**config.mk**
```make
export PLATFORM = sky130hd
export DESIGN_NAME = vga_timing_flat
export DESIGN_NICKNAME = d
export VERILOG_FILES = /design/src/rtl/vga_pkg.sv /design/src/rtl/vga_if.sv /design/src/rtl/vga_timing.sv /design/src/flat_wrapper.sv
export SDC_FILE = /design/constraint.sdc
export NUM_CORES = 1
export LEC_CHECK = 0
export ABC_AREA = 1
export BUFFER_PORTS_ARGS = -buffer_cell sky130_fd_sc_hd__buf_2
export CAP_MARGIN = 20
export CORE_MARGIN = 2
export CORE_UTILIZATION = 53
export DETAILED_ROUTE_END_ITERATION = 12
export GPL_ROUTABILITY_DRIVEN = 0
export PLACE_DENSITY = 0.79
export SYNTH_ARGS = -nofsm -noshare
export SYNTH_HDL_FRONTEND = slang
export SYNTH_SLANG_ARGS = --single-unit
export TNS_END_PERCENT = 100
```
**constraint.sdc**
```tcl
create_clock -name clk -period 2.2 [get_ports clk]
set_input_delay 0.44 -clock clk [delete_from_list [all_inputs] [get_ports clk]]
set_output_delay 0.44 -clock clk [all_outputs]
set_load 0.005 [all_outputs]
```
**src/rtl/vga_pkg.sv**
```systemverilog
// vga_pkg: 800x600@60 timing constants shared by the VGA pipeline, plus a window-decode helper.
package vga_pkg;
   localparam logic [10:0] HOR_TOTAL       = 11'd1056;
   localparam logic [10:0] HOR_BLANK_START = 11'd800;
   localparam logic [10:0] HOR_SYNC_START  = 11'd840;
   localparam logic [10:0] HOR_SYNC_STOP   = 11'd968;
   localparam logic [10:0] VER_TOTAL       = 11'd628;
   localparam logic [10:0] VER_BLANK_START = 11'd600;
   localparam logic [10:0] VER_SYNC_START  = 11'd601;
   localparam logic [10:0] VER_SYNC_STOP   = 11'd605;
   localparam logic [10:0] CNT_ONE         = 11'd1;
   localparam logic [10:0] HOR_LAST        = HOR_TOTAL - CNT_ONE;
   localparam logic [10:0] VER_LAST        = VER_TOTAL - CNT_ONE;

   function automatic logic in_win(input logic [10:0] x, input logic [10:0] lo, input logic [10:0] hi);
      return (x >= lo) && (x < hi);
   endfunction
endpackage

```
**src/rtl/vga_if.sv**
```systemverilog
// vga_if: VGA stream bundle passed from the timing generator down the draw pipeline.
interface vga_if;
   logic [10:0] hcount;
   logic        hsync;
   logic        hblnk;
   logic [10:0] vcount;
   logic        vsync;
   logic        vblnk;
   logic [11:0] rgb;
   modport out (output hcount, hsync, hblnk, vcount, vsync, vblnk, rgb);
   modport in  (input  hcount, hsync, hblnk, vcount, vsync, vblnk, rgb);
endinterface

```
**src/rtl/vga_timing.sv**
```systemverilog
// vga_timing: 800x600@60 counters with registered sync/blank decode.
// Optional start-of-frame pulse frame_tick when VGA_TIMING_FRAME_TICK_EN is defined.
module vga_timing
   import vga_pkg::*;
#(
   parameter logic [11:0] RGB_FILL = 12'h0_0_0
) (
   input  logic clk,
   input  logic rst,
`ifdef VGA_TIMING_FRAME_TICK_EN
   output logic frame_tick,
`endif
   vga_if.out   out
);
   logic [10:0] h_q, h_d, v_q, v_d;
   logic        hsync_q, hblnk_q, vsync_q, vblnk_q;
   logic [11:0] rgb_q;
   always_comb begin
      h_d = (h_q == HOR_LAST) ? '0 : h_q + CNT_ONE;
      v_d = (h_q != HOR_LAST) ? v_q : (v_q == VER_LAST) ? '0 : v_q + CNT_ONE;
   end
   // Flags decode the next counter values so they land in the same cycle as the counters.
   always_ff @(posedge clk) begin
      if (rst) begin
         h_q     <= '0;
         v_q     <= '0;
         hsync_q <= 1'b0;
         hblnk_q <= 1'b0;
         vsync_q <= 1'b0;
         vblnk_q <= 1'b0;
         rgb_q   <= '0;
      end else begin
         h_q     <= h_d;
         v_q     <= v_d;
         hsync_q <= in_win(h_d, HOR_SYNC_START, HOR_SYNC_STOP);
         hblnk_q <= h_d >= HOR_BLANK_START;
         vsync_q <= in_win(v_d, VER_SYNC_START, VER_SYNC_STOP);
         vblnk_q <= v_d >= VER_BLANK_START;
         rgb_q   <= RGB_FILL;
      end
   end
   assign out.hcount = h_q;
   assign out.vcount = v_q;
   assign out.hsync  = hsync_q;
   assign out.hblnk  = hblnk_q;
   assign out.vsync  = vsync_q;
   assign out.vblnk  = vblnk_q;
   assign out.rgb    = rgb_q;
`ifdef VGA_TIMING_FRAME_TICK_EN
   logic tick_q;
   always_ff @(posedge clk) tick_q <= !rst && (h_d == '0) && (v_d == '0);
   assign frame_tick = tick_q;
`endif
endmodule

```
**src/flat_wrapper.sv**
```systemverilog
// flat-port wrapper written by rule: the top's interface ports become plain ports
module vga_timing_flat import vga_pkg::*;
#(
   parameter logic [11:0] RGB_FILL = 12'h0_0_0
)
  (clk, rst, out_hcount, out_hsync, out_hblnk, out_vcount, out_vsync, out_vblnk, out_rgb);
  vga_if out_i ();
  input  logic clk;
  input  logic rst;
  output wire logic [$bits(out_i.hcount)-1:0] out_hcount;
  output wire logic [$bits(out_i.hsync)-1:0] out_hsync;
  output wire logic [$bits(out_i.hblnk)-1:0] out_hblnk;
  output wire logic [$bits(out_i.vcount)-1:0] out_vcount;
  output wire logic [$bits(out_i.vsync)-1:0] out_vsync;
  output wire logic [$bits(out_i.vblnk)-1:0] out_vblnk;
  output wire logic [$bits(out_i.rgb)-1:0] out_rgb;
  assign out_hcount = out_i.hcount;
  assign out_hsync = out_i.hsync;
  assign out_hblnk = out_i.hblnk;
  assign out_vcount = out_i.vcount;
  assign out_vsync = out_i.vsync;
  assign out_vblnk = out_i.vblnk;
  assign out_rgb = out_i.rgb;
  vga_timing #(.RGB_FILL(RGB_FILL)) u_core (.clk(clk), .rst(rst), .out(out_i));
endmodule
```
* Word level (Yosys, flattened, before mapping)
Index checks and enable logic that the tools add are counted.
Storage, ports and cells: memory bits (writable) 0, register bits after elaboration 26, output and inout bits 38, word-level logic and storage cells 22, memory bits (read-only) 0, memories kept 0, bits of input ports 2, latch bits 0
Operators by class: reduce and logical (&&, ||, !) cells 2, div/mod/pow operators 0, $lt $le $gt $ge 6, bitwise operators 0, eq/ne operators 3, add/subtract/negate cells 2, mux-type cells 3, shifts and indexed selects 0, multipliers 0
Operators with widths (number):
- 11-bit by 10-bit >= comparator with 1-bit output, second input constant | 4
- 11-bit two-way mux | 3
- 11-bit by 1-bit adder with 11-bit output, second input constant | 2
- 11-bit by 10-bit < comparator with 1-bit output, second input constant | 2
- 11-bit by 10-bit == test with 1-bit output, second input constant | 1
- 11-bit == test, second input constant | 1
- 11-bit inequality test, second input constant | 1
- 1-bit logical AND | 2

* Logic depth before layout (Yosys ltp)
word-level depth 5, depth in mapped cells 13, gate-level depth less buffers 12

* Worst setup path before layout
Ideal clock, no wire load.
path type register -> register, start point register u_core.h_q[1], in the netlist u_core.out.hcount[1], end point register u_core.vsync_q, in the netlist u_core.out.vsync, data required time 2136 ps, cell stages (with the launch flop) 13, buffers on the path 1, clock period less this slack 1795 ps, library setup time 64 ps, data arrival time 1731 ps, slack 405 ps, path through dfxtp_1 > ha_1 > nand2_2 > nor2_4 > nand2_4 > nor2_8 > buf_6 > nand3b_2 > nand2_2 > nand2_2 > nor3b_2 > nand2_1 > nor2_1
Between the ends: cells in the longest elaborated chain, start to end 4, elaborated cells between the ends (all ways) 5, those cells by class order compare: 2; eq/ne: 1; mux: 1; reduce/logical: 1
RTL lines:
- start: declaration | RTL line vga_timing.sv:15 | logic [10:0] h_q, h_d, v_q, v_d;
- start signal: assignment | RTL line vga_timing.sv:25 | h_q <= '0;
- start signal: assignment | RTL line vga_timing.sv:33 | h_q <= h_d;
- 11-bit inequality test (*) | RTL line vga_timing.sv:20 | v_d = (h_q != HOR_LAST) ? v_q : (v_q == VER_LAST) ? '0 : v_q + CNT_ONE;
- 11-bit two-way mux (*) | RTL line vga_timing.sv:20
- 11-bit by 10-bit >= comparator with 1-bit output / 11-bit by 10-bit < comparator with 1-bit output (equally long branches) | RTL line vga_pkg.sv:16 | return (x >= lo) && (x < hi);
- 1-bit logical AND (*) | RTL line vga_pkg.sv:16
- end signal: assignment | RTL line vga_timing.sv:37 | vsync_q <= in_win(v_d, VER_SYNC_START, VER_SYNC_STOP);
- end: declaration | RTL line vga_timing.sv:16 | logic hsync_q, hblnk_q, vsync_q, vblnk_q;
Mark *: on every way between the ends. The rest lies on a longest branch, timed or not. A chain may end at the register's enable or synchronous reset.

* Worst setup path in the final report
start point register u_core.h_q[0], in the netlist u_core.out.hcount[0], end point register u_core.vsync_q, in the netlist u_core.out.vsync
Same word-level chain as after synthesis.

==> run summary <==
CTS Buffer Depth: 2
Residual DRC: 0
Layout cells sized above 1: 16.14%
Register Area: 521.8 µm²
Most Frequent Cell on Critical Path: nand2_2
Port-buffer cells: 27
WP depth: 11
Final Cycle Share: 85.69%
Post-Synth Adder-Cell Area: 1.519%
First-pass GRT wire length: 6.009 mm
# IOs: 40
Maximum clock rate: 530.4 MHz
Number of global-route vias before repair: 1394
Initial Util: 54.87%
Fin nets: 291
Postcts setup bufs: 0
Ys async rst share: 0%
Worst Setup End Kind: flop
Synth Instances: 257
Xor and xnor area share after synthesis: 1.595%
Syn Std Cell Area: 1648 µm²
TNS Setup: 0 ns
Leak: 0.9004 nW
Multiplexer share of the synthesized area: 0%
Worst Hold Class: flop to flop
Worst-path fanout max: 18
Pin count of the biggest net entering global routing: 24
H-Tree Depth: 1
Synth cell count leaders: 69 x nand2_1, 38 x nor2_1, 29 x inv_1, 26 x dfxtp_1, 25 x nand3_1
Die area: 3571 µm²
Final Power: 0.0007196 W
Hold_buf cts: 0
CP startpoint kind: flop
Synth Area in Compound Gates: 5.239%
Reg2reg setup slack: 0.31 ns
Top cells by area, synth: dfxtp_1 32%, nand2_1 16%, nor2_1 8.7%
Seq/Total Area, Yosys: 31.59%
Area grow syn2layout: 9.188%
Synth unique cells: 31
Setup crit end: u_core.out.vsync
RSZ-0062 raised after global routing: no
CORE AREA: 3003 µm²
Row cnt: 20
RR Endpoint: u_core.out.vsync
Delay-heaviest family, CP: simple AND/OR/NAND/NOR gates
Area leader, netlist: dfxtp_1
Synth warn: 0
Main combinational cell family by area after synthesis: simple AND/OR/NAND/NOR gates
Skew final: 0.002209 ns
GRT Util Overall: 21.92%
Routed wire per std cell: 11.28 µm
Count of final setup violators: 0
Sink Count: 26
Grt ovf: 0
Latest clock arrival within the worst-skew pair: 0.32 ns
Mean Syn Cell Area: 6.412 µm²
CTS tree: built
Yosys top cell area share: 31.59%
Worst EP arrival: 2.16 ns
Filler instances: 303
Multi-input gate area in the final layout: 943.4 µm²
Final hold vios: 0
RR Startpoint: u_core.out.hcount[0]
Power per Cell Area: 400.0 nW/µm²
Drt initial violations: 73
Reg2Reg Depth: 11
Final min period: 1.885 ns
Most frequent cell after synthesis: nand2_1
Total number of vias: 1642
Max Slew Vio Count: 0
Post-synth EDFFs: 0
Post-Route WL: 3.588 mm
Crit. Startpoint: u_core.out.hcount[0]
Crit Path Category: flop to flop
Clock slew at reported path FFs: 0.14 ns
Hold depth: 1
Root buf cell: clkbuf_4
Post-Synth Simple-Gate Area: 46.17%
DP HPWL: 2.749 mm
Status: completed
Routed Antenna Nets: 0
Seq cells post-synth: 26
WP buf/inv: 0
Die height: 59.76 µm
Worst EP required: 2.47 ns
Initial antenna violation count: 0
Worst Hold Launch: u_core.out.hcount[0]
Critical path's slowest cell: dfxtp_2
Synth Flop Type: dfxtp_1
Diodes inserted: 0
Crit-path cells: ha_1 > nand2_2 > nor2_4 > nand2_4 > nor2_8 > nand3b_2 > nand2_2 > nand2_2 > nor3b_2 > nand2_1 > nor2_1
Drt via density: 5.164
Maxcap violations: 0
Chip width: 59.76 µm
Drt first pass iters: 5
Max incr delay on CP: 0.44 ns
CTS Buf Count: 3
VDD IR-drop max: 269.2 µV
## state kept, by name (all words and copies together) (netlist names)
signal,count
u_core.out.hcount,11
u_core.out.vcount,11
u_core.out.vblnk,1
u_core.out.hblnk,1
u_core.out.vsync,1
u_core.out.hsync,1
## how the worst min path moves through the flow
stage	end	slack (ns)
global placement	u_core.out.hcount[0]	0.52
CTS	u_core.out.vcount[1]	0.52
global route	u_core.out.hcount[5]	0.54
detailed placement	u_core.out.hcount[0]	0.54
floorplan	u_core.out.vcount[4]	0.52
finish	u_core.out.hcount[0]	0.52
## logic make-up after synthesis
logic type,after synthesis
compound gates,15
xor+xnor,3
fa+ha+maj,2
buf+inv,46
flops,26
other cells,1
simple gates,164
## through the flow
stage          instance area (µm²)  worst slack (ns)  hold WS, ns  utilization [%]  instances
2_1_floorplan                 1689            0.4054       0.5161                -        268
3_3_place_gp                  1775            0.3103       0.5210            59.13        315
3_5_place_dp                  1775            0.2421       0.5373            59.13        315
4_1_cts                       1798            0.2078       0.5178            59.88        318
5_1_grt                       1799           0.08720       0.5355            59.92        318
6_report                      1799            0.3148       0.5185            59.92        318
## worst reg2reg max path: cells and delay by family, from the launching register on
kind | cells | cell delay [ns]
AND/OR/NAND/NOR | 10 | 1.20
flip-flops | 1 | 0.44
adder cells (fa/ha/maj) | 1 | 0.21
## power by group
group,total (W),leakage [nW],switching [W],internal (W)
logic,0.0000300,0.676,0.0000211,0.00000888
clock network,0.000206,0.0138,0.000142,0.0000641
registers,0.000484,0.210,0.00000786,0.000476
## final cells by class
type,count,area share [%]
clock buffer,3,1.252
inverter,30,6.259
multi-input combinational,196,52.43
sequential,26,29.00
tap,33,2.295
timing repair buffer,30,8.762
## what timing repair did
item | in CTS | in global routing
gates resized for setup | 0 | 1
hold endpoints to repair | 0 | 0
setup endpoints to repair | 0 | 2
## layer usage
layer  wire length [µm]  track usage [%]
met5                  0                0
met4                 40            8.254
met3                184            2.381
met2               1605            33.39
met1               1758            31.73
## layout by cell type (no fill, tap or decap), types with 2 or more instances in the layout
cell type,count
nand4_1,11
buf_4,3
nor2_1,38
xor2_1,2
ha_1,2
a21oi_1,5
nand2_1,69
inv_1,29
nand3_1,25
o21a_1,2
nor3b_1,3
conb_1,12
dfxtp_1,25
nand2_2,3
nor3_1,7
nor2_2,2
clkbuf_4,3
buf_2,27
o21ai_1,4
Note: power is estimated with default switching activity, not from simulation.
